## src/rtl/pipe_ctrl_pkg.sv

```systemverilog
// Shared types and constants for the pipeline hazard/freeze sequencer.
package pipe_ctrl_pkg;

    localparam int REG_W       = 4;
    localparam int CNT_W_DEF   = 16;
    localparam int TIMEOUT_DEF = 255;

    typedef enum logic [1:0] {
        RUN      = 2'd0,
        MEM_WAIT = 2'd1,
        ERROR    = 2'd2
    } state_e;

endpackage

```

## src/rtl/pipe_hazard_ctrl_hazard_detect.sv

```systemverilog
// Combinational RAW compare of ID sources against EXE/MEM destinations.
module hazard_detect
    import pipe_ctrl_pkg::*;
(
    input  logic             id_valid_i,
    input  logic [REG_W-1:0] id_src1_i,
    input  logic [REG_W-1:0] id_src2_i,
    input  logic             id_two_src_i,
    input  logic             fwd_en_i,
    input  logic             exe_wb_en_i,
    input  logic             exe_mem_read_i,
    input  logic [REG_W-1:0] exe_dest_i,
    input  logic             mem_wb_en_i,
    input  logic [REG_W-1:0] mem_dest_i,
    output logic             raw_o
);

    logic exe_match;
    logic mem_match;

    // Register 0 is an ordinary register here, so all bits take part in the compare.
    assign exe_match = (exe_dest_i == id_src1_i) || (id_two_src_i && (exe_dest_i == id_src2_i));
    assign mem_match = (mem_dest_i == id_src1_i) || (id_two_src_i && (mem_dest_i == id_src2_i));

    always_comb begin
        raw_o = 1'b0;
        if (id_valid_i) begin
            if (fwd_en_i) begin
                // With forwarding only a load in EXE cannot be bypassed in time.
                raw_o = exe_mem_read_i && exe_wb_en_i && exe_match;
            end else begin
                raw_o = (exe_wb_en_i && exe_match) || (mem_wb_en_i && mem_match);
            end
        end
    end

endmodule

```

## src/rtl/pipe_hazard_ctrl.sv

```systemverilog
// Pipeline sequencer: stall/flush/freeze generation, memory-wait watchdog, perf counters.
module pipe_hazard_ctrl
    import pipe_ctrl_pkg::*;
#(
    parameter int CNT_W   = CNT_W_DEF,
    parameter int TIMEOUT = TIMEOUT_DEF
) (
    input  logic             clk,
    input  logic             rst_n,
    input  logic             id_valid_i,
    input  logic [REG_W-1:0] id_src1_i,
    input  logic [REG_W-1:0] id_src2_i,
    input  logic             id_two_src_i,
    input  logic             fwd_en_i,
    input  logic             exe_wb_en_i,
    input  logic             exe_mem_read_i,
    input  logic [REG_W-1:0] exe_dest_i,
    input  logic             mem_wb_en_i,
    input  logic [REG_W-1:0] mem_dest_i,
    input  logic             branch_taken_i,
    input  logic             mem_req_i,
    input  logic             mem_ready_i,
    output logic             stall_o,
    output logic             flush_o,
    output logic             freeze_o,
    output logic             err_o,
    output logic [CNT_W-1:0] stall_cnt_o,
    output logic [CNT_W-1:0] flush_cnt_o,
    output logic [CNT_W-1:0] freeze_cnt_o
);

    localparam int               WAIT_W   = $clog2(TIMEOUT + 1);
    localparam logic [WAIT_W-1:0] WAIT_MAX = WAIT_W'(TIMEOUT);
    localparam logic [CNT_W-1:0]  CNT_MAX  = '1;

    state_e            state_q, state_d;
    logic [WAIT_W-1:0] wait_q, wait_d;
    logic              err_q;
    logic [CNT_W-1:0]  stall_cnt_q, flush_cnt_q, freeze_cnt_q;
    logic              raw;
    logic              freeze;

    hazard_detect u_hazard_detect (
        .id_valid_i     (id_valid_i),
        .id_src1_i      (id_src1_i),
        .id_src2_i      (id_src2_i),
        .id_two_src_i   (id_two_src_i),
        .fwd_en_i       (fwd_en_i),
        .exe_wb_en_i    (exe_wb_en_i),
        .exe_mem_read_i (exe_mem_read_i),
        .exe_dest_i     (exe_dest_i),
        .mem_wb_en_i    (mem_wb_en_i),
        .mem_dest_i     (mem_dest_i),
        .raw_o          (raw)
    );

    // The request cycle itself counts as wait 1, so ERROR is entered after TIMEOUT+1 frozen cycles.
    always_comb begin
        state_d = state_q;
        wait_d  = wait_q;
        freeze  = 1'b0;
        unique case (state_q)
            RUN: begin
                wait_d = '0;
                if (mem_req_i && !mem_ready_i) begin
                    freeze  = 1'b1;
                    state_d = MEM_WAIT;
                    wait_d  = WAIT_W'(1);
                end
            end
            MEM_WAIT: begin
                if (mem_ready_i) begin
                    state_d = RUN;
                    wait_d  = '0;
                end else begin
                    freeze = 1'b1;
                    if (wait_q == WAIT_MAX) begin
                        state_d = ERROR;
                    end else begin
                        wait_d = wait_q + WAIT_W'(1);
                    end
                end
            end
            ERROR: begin
                freeze = 1'b1;
            end
            default: begin
                state_d = RUN;
                wait_d  = '0;
            end
        endcase
    end

    assign freeze_o = freeze;
    assign flush_o  = branch_taken_i && !freeze;
    assign stall_o  = raw && !branch_taken_i && !freeze;

    always_ff @(posedge clk or negedge rst_n) begin
        if (!rst_n) begin
            state_q <= RUN;
            wait_q  <= '0;
            err_q   <= 1'b0;
        end else begin
            state_q <= state_d;
            wait_q  <= wait_d;
            err_q   <= (state_d == ERROR);
        end
    end

    always_ff @(posedge clk or negedge rst_n) begin
        if (!rst_n) begin
            stall_cnt_q  <= '0;
            flush_cnt_q  <= '0;
            freeze_cnt_q <= '0;
        end else begin
            if (stall_o && (stall_cnt_q != CNT_MAX)) begin
                stall_cnt_q <= stall_cnt_q + CNT_W'(1);
            end
            if (flush_o && (flush_cnt_q != CNT_MAX)) begin
                flush_cnt_q <= flush_cnt_q + CNT_W'(1);
            end
            if (freeze_o && (freeze_cnt_q != CNT_MAX)) begin
                freeze_cnt_q <= freeze_cnt_q + CNT_W'(1);
            end
        end
    end

    assign err_o        = err_q;
    assign stall_cnt_o  = stall_cnt_q;
    assign flush_cnt_o  = flush_cnt_q;
    assign freeze_cnt_o = freeze_cnt_q;

endmodule

```

## config.mk

```make
export PLATFORM = sky130hd
export DESIGN_NAME = pipe_hazard_ctrl
export DESIGN_NICKNAME = d
export VERILOG_FILES = /design/src/rtl/pipe_ctrl_pkg.sv /design/src/rtl/pipe_hazard_ctrl_hazard_detect.sv /design/src/rtl/pipe_hazard_ctrl.sv
export SDC_FILE = /design/constraint.sdc
export NUM_CORES = 1
export LEC_CHECK = 0
export CAP_MARGIN = 40
export CORE_MARGIN = 5
export CORE_UTILIZATION = 49
export DETAILED_ROUTE_END_ITERATION = 7
export PLACE_DENSITY = 0.81
export SETUP_SLACK_MARGIN = 0.2
export SLEW_MARGIN = 20
export SYNTH_ARGS = -nofsm -noshare
export SYNTH_HDL_FRONTEND = slang
export SYNTH_SLANG_ARGS = --single-unit
```

## constraint.sdc

```tcl
create_clock -name clk -period 2.7 [get_ports clk]
set_clock_uncertainty 0.1 [all_clocks]
set_input_delay 0.405 -clock clk [delete_from_list [all_inputs] [get_ports clk]]
set_output_delay 0.405 -clock clk [all_outputs]
set_load 0.1 [all_outputs]
```

After elaboration in Yosys (flattened, before gate mapping):

Cells that the tools add are included.
W data, S select, Z words.

* add/subtract/negate cells: 4
* equality and inequality tests: 12
* muxes and demuxes: 13
* bitwise operators: 1
* reduce and logical (&&, ||, !) cells: 21

Operator list (number)
* $add A16 B1 Y16 const B: 3
* $ne A16 B16 Y1 const B: 3
* $pmux W8 S3: 1
* $eq A4 B4 Y1: 4
* $mux W8: 2
* $logic_and A1 B1 Y1: 13
* $add A8 B1 Y8 const B: 1
* $eq A8 B8 Y1 const B: 1
* $mux W2: 3
* $pmux W2 S3: 1
* $mux W1: 5
* $eq A2 B2 Y1 const B: 2
* $logic_not A1 Y1: 3
* $logic_or A1 B1 Y1: 3
* $ne A3 B3 Y1 const B: 1
* $pmux W1 S3: 1
* $eq A2 B1 Y1 const B: 1
* $logic_not A2 Y1: 1
* $reduce_and A2 Y1: 1
* $not A1 Y1: 1

* bits in registers: 59
* bits of input ports: 27
* output and inout port bits: 52

Longest topological paths before layout:

* depth after elaboration: 10
* gate-level depth with buffers: 7
* mapped depth without buffers: 7

Hierarchy:

From an unflattened synthesis, not the netlist that was laid out.

* cells, all modules: 297
* area total of the unflattened synthesis: 3065.4 sq um

Modules (own cells, without submodules)
* pipe_hazard_ctrl: instances 1, cells each 271, area an instance 2867.8 sq um
* hazard_detect: instances 1, cells each 26, area an instance 197.7 sq um

Worst setup path after synthesis:

OpenSTA, ideal clock, no wires.

* kind: input -> output
* start point: input port exe_dest_i[2]
* end point: output port stall_o
* arrival time: 2.447 ns
* required time: 2.195 ns
* setup slack: -0.252 ns
* stages: 4
* buffers on the path: 0
* cells stage by stage: xor2_1 o41ai_1 a21oi_1 nor2_1

* longest elaborated chain between the ends: 9
* elaborated cells on any way between the ends: 11
* classes of those cells: eq/ne (2); mux (2); reduce/logical (7)

RTL lines
* from (decl): RTL line pipe_hazard_ctrl.sv:17 `input logic [REG_W-1:0] exe_dest_i,`
* $eq A4 B4 Y1: RTL line pipe_hazard_ctrl_hazard_detect.sv:22 `assign exe_match = (exe_dest_i == id_src1_i) || (id_two_src_i && (exe_dest_i == id_src2_i));`
* $logic_and A1 B1 Y1: RTL line pipe_hazard_ctrl_hazard_detect.sv:22
* $logic_or A1 B1 Y1 (*): RTL line pipe_hazard_ctrl_hazard_detect.sv:22
* $logic_and A1 B1 Y1: RTL line pipe_hazard_ctrl_hazard_detect.sv:32 `raw_o = (exe_wb_en_i && exe_match) || (mem_wb_en_i && mem_match);`
* $logic_or A1 B1 Y1: RTL line pipe_hazard_ctrl_hazard_detect.sv:32
* $mux W1 (*): RTL line pipe_hazard_ctrl_hazard_detect.sv:28 `if (fwd_en_i) begin`
* $mux W1 (*): RTL line pipe_hazard_ctrl_hazard_detect.sv:27 `if (id_valid_i) begin`
* $logic_and A1 B1 Y1 (*) (2 in series): RTL line pipe_hazard_ctrl.sv:96 `assign stall_o = raw && !branch_taken_i && !freeze;`
* to (decl): RTL line pipe_hazard_ctrl.sv:23 `output logic stall_o,`

Every way passes the cells marked *; elsewhere a longest branch is shown, timed or not.

Worst setup path in the final report:

Same ends and word-level chain as after synthesis.

==> out/summary.md <==
The flow ran to the end, and the final reports show no timing, DRC or antenna violations. During I/O placement, the number of pins put on the boundary was 79. Power comes to 3.15 mW. The clock latency of the later-clocked register in the worst-skew pair was 0.33 ns; the number of max-slew violations in the final report was 0. Leading cell type in the layout, fill and taps excluded: buf_4. The first global-routing pass estimated 10.9 mm of wire.

The net switching fraction of the power is 0.458, and the share of final-layout standard cells stronger than drive strength 1 is 0.266. The run gives 0 as the max-cap check violation count. The most instantiated flip-flop cell in the synthesis netlist is dfrtp_1. The netlist area before placement was 0.00300 mm2; the number of endpoints with negative hold slack in the final report was 0. Across all register-to-register paths, the minimum setup slack is 0.53 ns. The maximum achievable frequency came out at 412 MHz.

The clock passes through at most 2 buffers. The part of the total power dissipated in combinational logic came out at 0.406. Entering global routing, the biggest net connects 35 pins. The congestion estimate from routability-driven global placement came to 0.778. The root buffer cell chosen for the clock tree is clkbuf_8. The via count normalized by instance count is 5.23, and the proportion of register bits with asynchronous set or reset after synthesis is 1.00.

The logs give 0.698 for the utilization after layout and 38 for the number of distinct library cells after synthesis. The die covers 0.00778 mm2. The XOR/XNOR share of the synthesized area works out to 0.187. The tools report the sequential cell area fraction in the yosys report as 0.492. In this run, synthesis inferred 0 flip-flops with an integrated enable. The headroom to the max-slew limit was 0.595; the setup total negative slack was 0 ns. In this run the worst hold path is classified as reg2reg.

For this run, the post-layout net count is 421. The clock transition at the register clock pins on the worst setup and hold paths after CTS was 0.06 ns; the initial antenna violation count was 0. The mean routed wirelength per cell was 14.3 um; the compound-gate portion of the synthesized area was 0.0459.

The logs give 0 for the number of diodes and 1.44 mW for the switching component of the power. The count of port buffers added during placement works out to 78. Excluding fillers, the count of instances in the completed layout stands at 470. Global routing finished with a remaining overflow of 0. TritonCTS built the clock tree. The flop and latch count out of synthesis was 59.

For this run, design rule violations remaining after detail routing come to 0. At the pin with the least slew margin, the transition time is 0.608 ns. The final route contains 2459 vias. Counting the fill cells in the layout gives 457. The final critical-path required period is 2.43 ns, and the setup violation total in the final timing report is 0.

For the via count of the first global-routing pass, the log shows 2448. Global-route total usage across every layer: 0.181. The top fanout value on the critical path came out at 3. The ratio of total power to cell area was 761 mW/mm2. The main combinational cell family by area after synthesis was simple AND/OR/NAND/NOR gates. The area fraction of the dominant cell type after synthesis works out to 0.492.

The internal portion of the total power is 1.71 mW. Counting every instance in the synthesized netlist gives 285. The x dimension of the die was 88.2 um.

The H-tree generated during clock tree synthesis spans 3 levels. The sequential fraction of design power was 0.361. Cell type with the highest aggregate area in the netlist: dfrtp_1. The number of iterations in the first detailed-routing pass was 5. The aggregate routed wire length is 6.71 mm. The power share of the clock group is 0.233, and the mux share of post-synthesis cell area is 0.0221. Share of the cycle needed by the critical path after routing: 0.899. The data required time of the critical path is 2.19 ns, and the area added between synthesis and finish is 37.9%.

Counting tap cells, the placed design contains a total of 450 instances. Capturing element type of the critical path: an output pin. The first-iteration detailed-routing DRC count was 130; the worst voltage drop across the vdd grid was 0.924 mV. After floorplanning, the core was divided into 28 placement rows.

The region available for standard cell placement spans 0.00592 mm2. The initial cell density of the core was 0.506. By area the synthesized netlist is led by dfrtp_1 (49%), xnor2_1 (14%), xor2_1 (5.0%). Critical path class: in2out.

The worst hold slack after final layout is 0.390 ns, and the die outline height is 88.2 um. The number of buffers inserted during clock tree synthesis was 9. The top cell types in the final layout, fill and taps aside, are buf_4 (64), dfrtp_1 (54), xnor2_1 (46). Post-synthesis simple-gate area fraction: 0.224. Detailed placement HPWL: 5.00 mm. Setup repair after global routing left no endpoint under its margin. The critical path startpoint category is an input pin. The average cell area after synthesis was 10.5 um2; the number of sinks on the clock net was 59.

In this run the remaining antenna-violating nets after routing total 0. The number of nets in the synthesized netlist is 316. Yosys printed 0 warnings. The tools report the leakage power figure as 1.93 nW. The adder and majority gate portion of the synthesized area came out at 0.0167. The endpoint arrival time on the critical path came out at 1.92 ns.
[cell families after synthesis]
logic type,Yosys count
XOR/XNOR,64
flip-flops,59
AND/OR/NAND/NOR,124
AO/OA/AOI/OAI,19
adder cells (fa/ha/maj),4
buffers and inverters,9
multiplexers,6
[critical path, stage by stage]
cell	delay [ns]
dlygate4sd2_1	0.26
xor2_1	0.17
o41ai_2	0.38
buf_4	0.17
a21oi_1	0.06
buf_4	0.17
nor2_4	0.10
buf_12	0.18
[routing by layer]
layer / track usage / vias up / part of all wire
met3: 0.0587 / 8 / 0.075
met4: 0.0659 / 0 / 0.013
met2: 0.286 / 82 / 0.47
met5: 0 / - / 0
li1: - / 1201 / -
met1: 0.235 / 1168 / 0.44
[power groups by stage]
stage	combinational, mW	clock, mW	sequential, mW
floorplan	0.219	0	1.87
global placement	1.26	0	1.15
detailed placement	1.28	0	1.15
CTS	1.28	0.759	1.14
global route	1.33	0.791	1.16
finish	1.28	0.733	1.14
[flip-flops by register name (all words and copies together) (netlist names)]
| name | cells |
|---|---|
| freeze_cnt_o | 16 |
| wait_q | 8 |
| state_q | 2 |
| stall_cnt_o | 16 |
| flush_cnt_o | 16 |
| err_o | 1 |
[metrics by stage]
step	setup slack [ns]	cell area [um2]
floorplan	0.205	3010
global placement	0.0201	3890
detailed placement	-0.0187	3890
CTS	0.202	4090
global route	0.195	4140
finish	0.273	4140
[cell usage after synthesis (2+ instances only)]
| cell type | instances |
|---|---|
| a21boi_0 | 2 |
| inv_1 | 8 |
| nor2_1 | 24 |
| mux2_2 | 5 |
| or3_1 | 6 |
| nor4_1 | 2 |
| ha_1 | 4 |
| nand3_1 | 20 |
| xnor2_1 | 47 |
| a41oi_1 | 2 |
| or2_4 | 2 |
| and3_1 | 5 |
| nand4_1 | 18 |
| a21oi_1 | 5 |
| nand2_1 | 27 |
| nor3_1 | 8 |
| dfrtp_1 | 59 |
| o21ai_0 | 2 |
| xor2_1 | 17 |
| and4_1 | 4 |
[layout make-up]
type | count | area (um2) | share of cell area
clock buffer | 14 | 173 | 0.0418
sequential | 59 | 1480 | 0.359
clock inverter | 2 | 10.0 | 0.00242
tap | 75 | 93.8 | 0.0227
inverter | 8 | 30.0 | 0.00726
multi-input combinational | 217 | 1520 | 0.366
timing repair buffer | 95 | 831 | 0.201
[worst paths after layout]
path / start / endpoint / cells after the start
max: exe_dest_i[2] / stall_o / 8
min: freeze_cnt_o[9] / freeze_cnt_o[9] / 1
max reg2reg: state_q[0] / stall_cnt_o[10] / 6
min reg2reg: freeze_cnt_o[9] / freeze_cnt_o[9] / 1
max in group asynchronous: rst_n / wait_q[5] / 3
min in group asynchronous: rst_n / flush_cnt_o[12] / 2
[repair_timing]
item | in CTS | in global routing
gates resized for setup | 12 | 8
buffers inserted | 1 | 2
pin swaps | 7 | 5
endpoints found under the setup margin | 1 | 1
hold buffers | 1 | 0
hold endpoints to repair | 25 | 0
(Power assumes the default switching activity.)
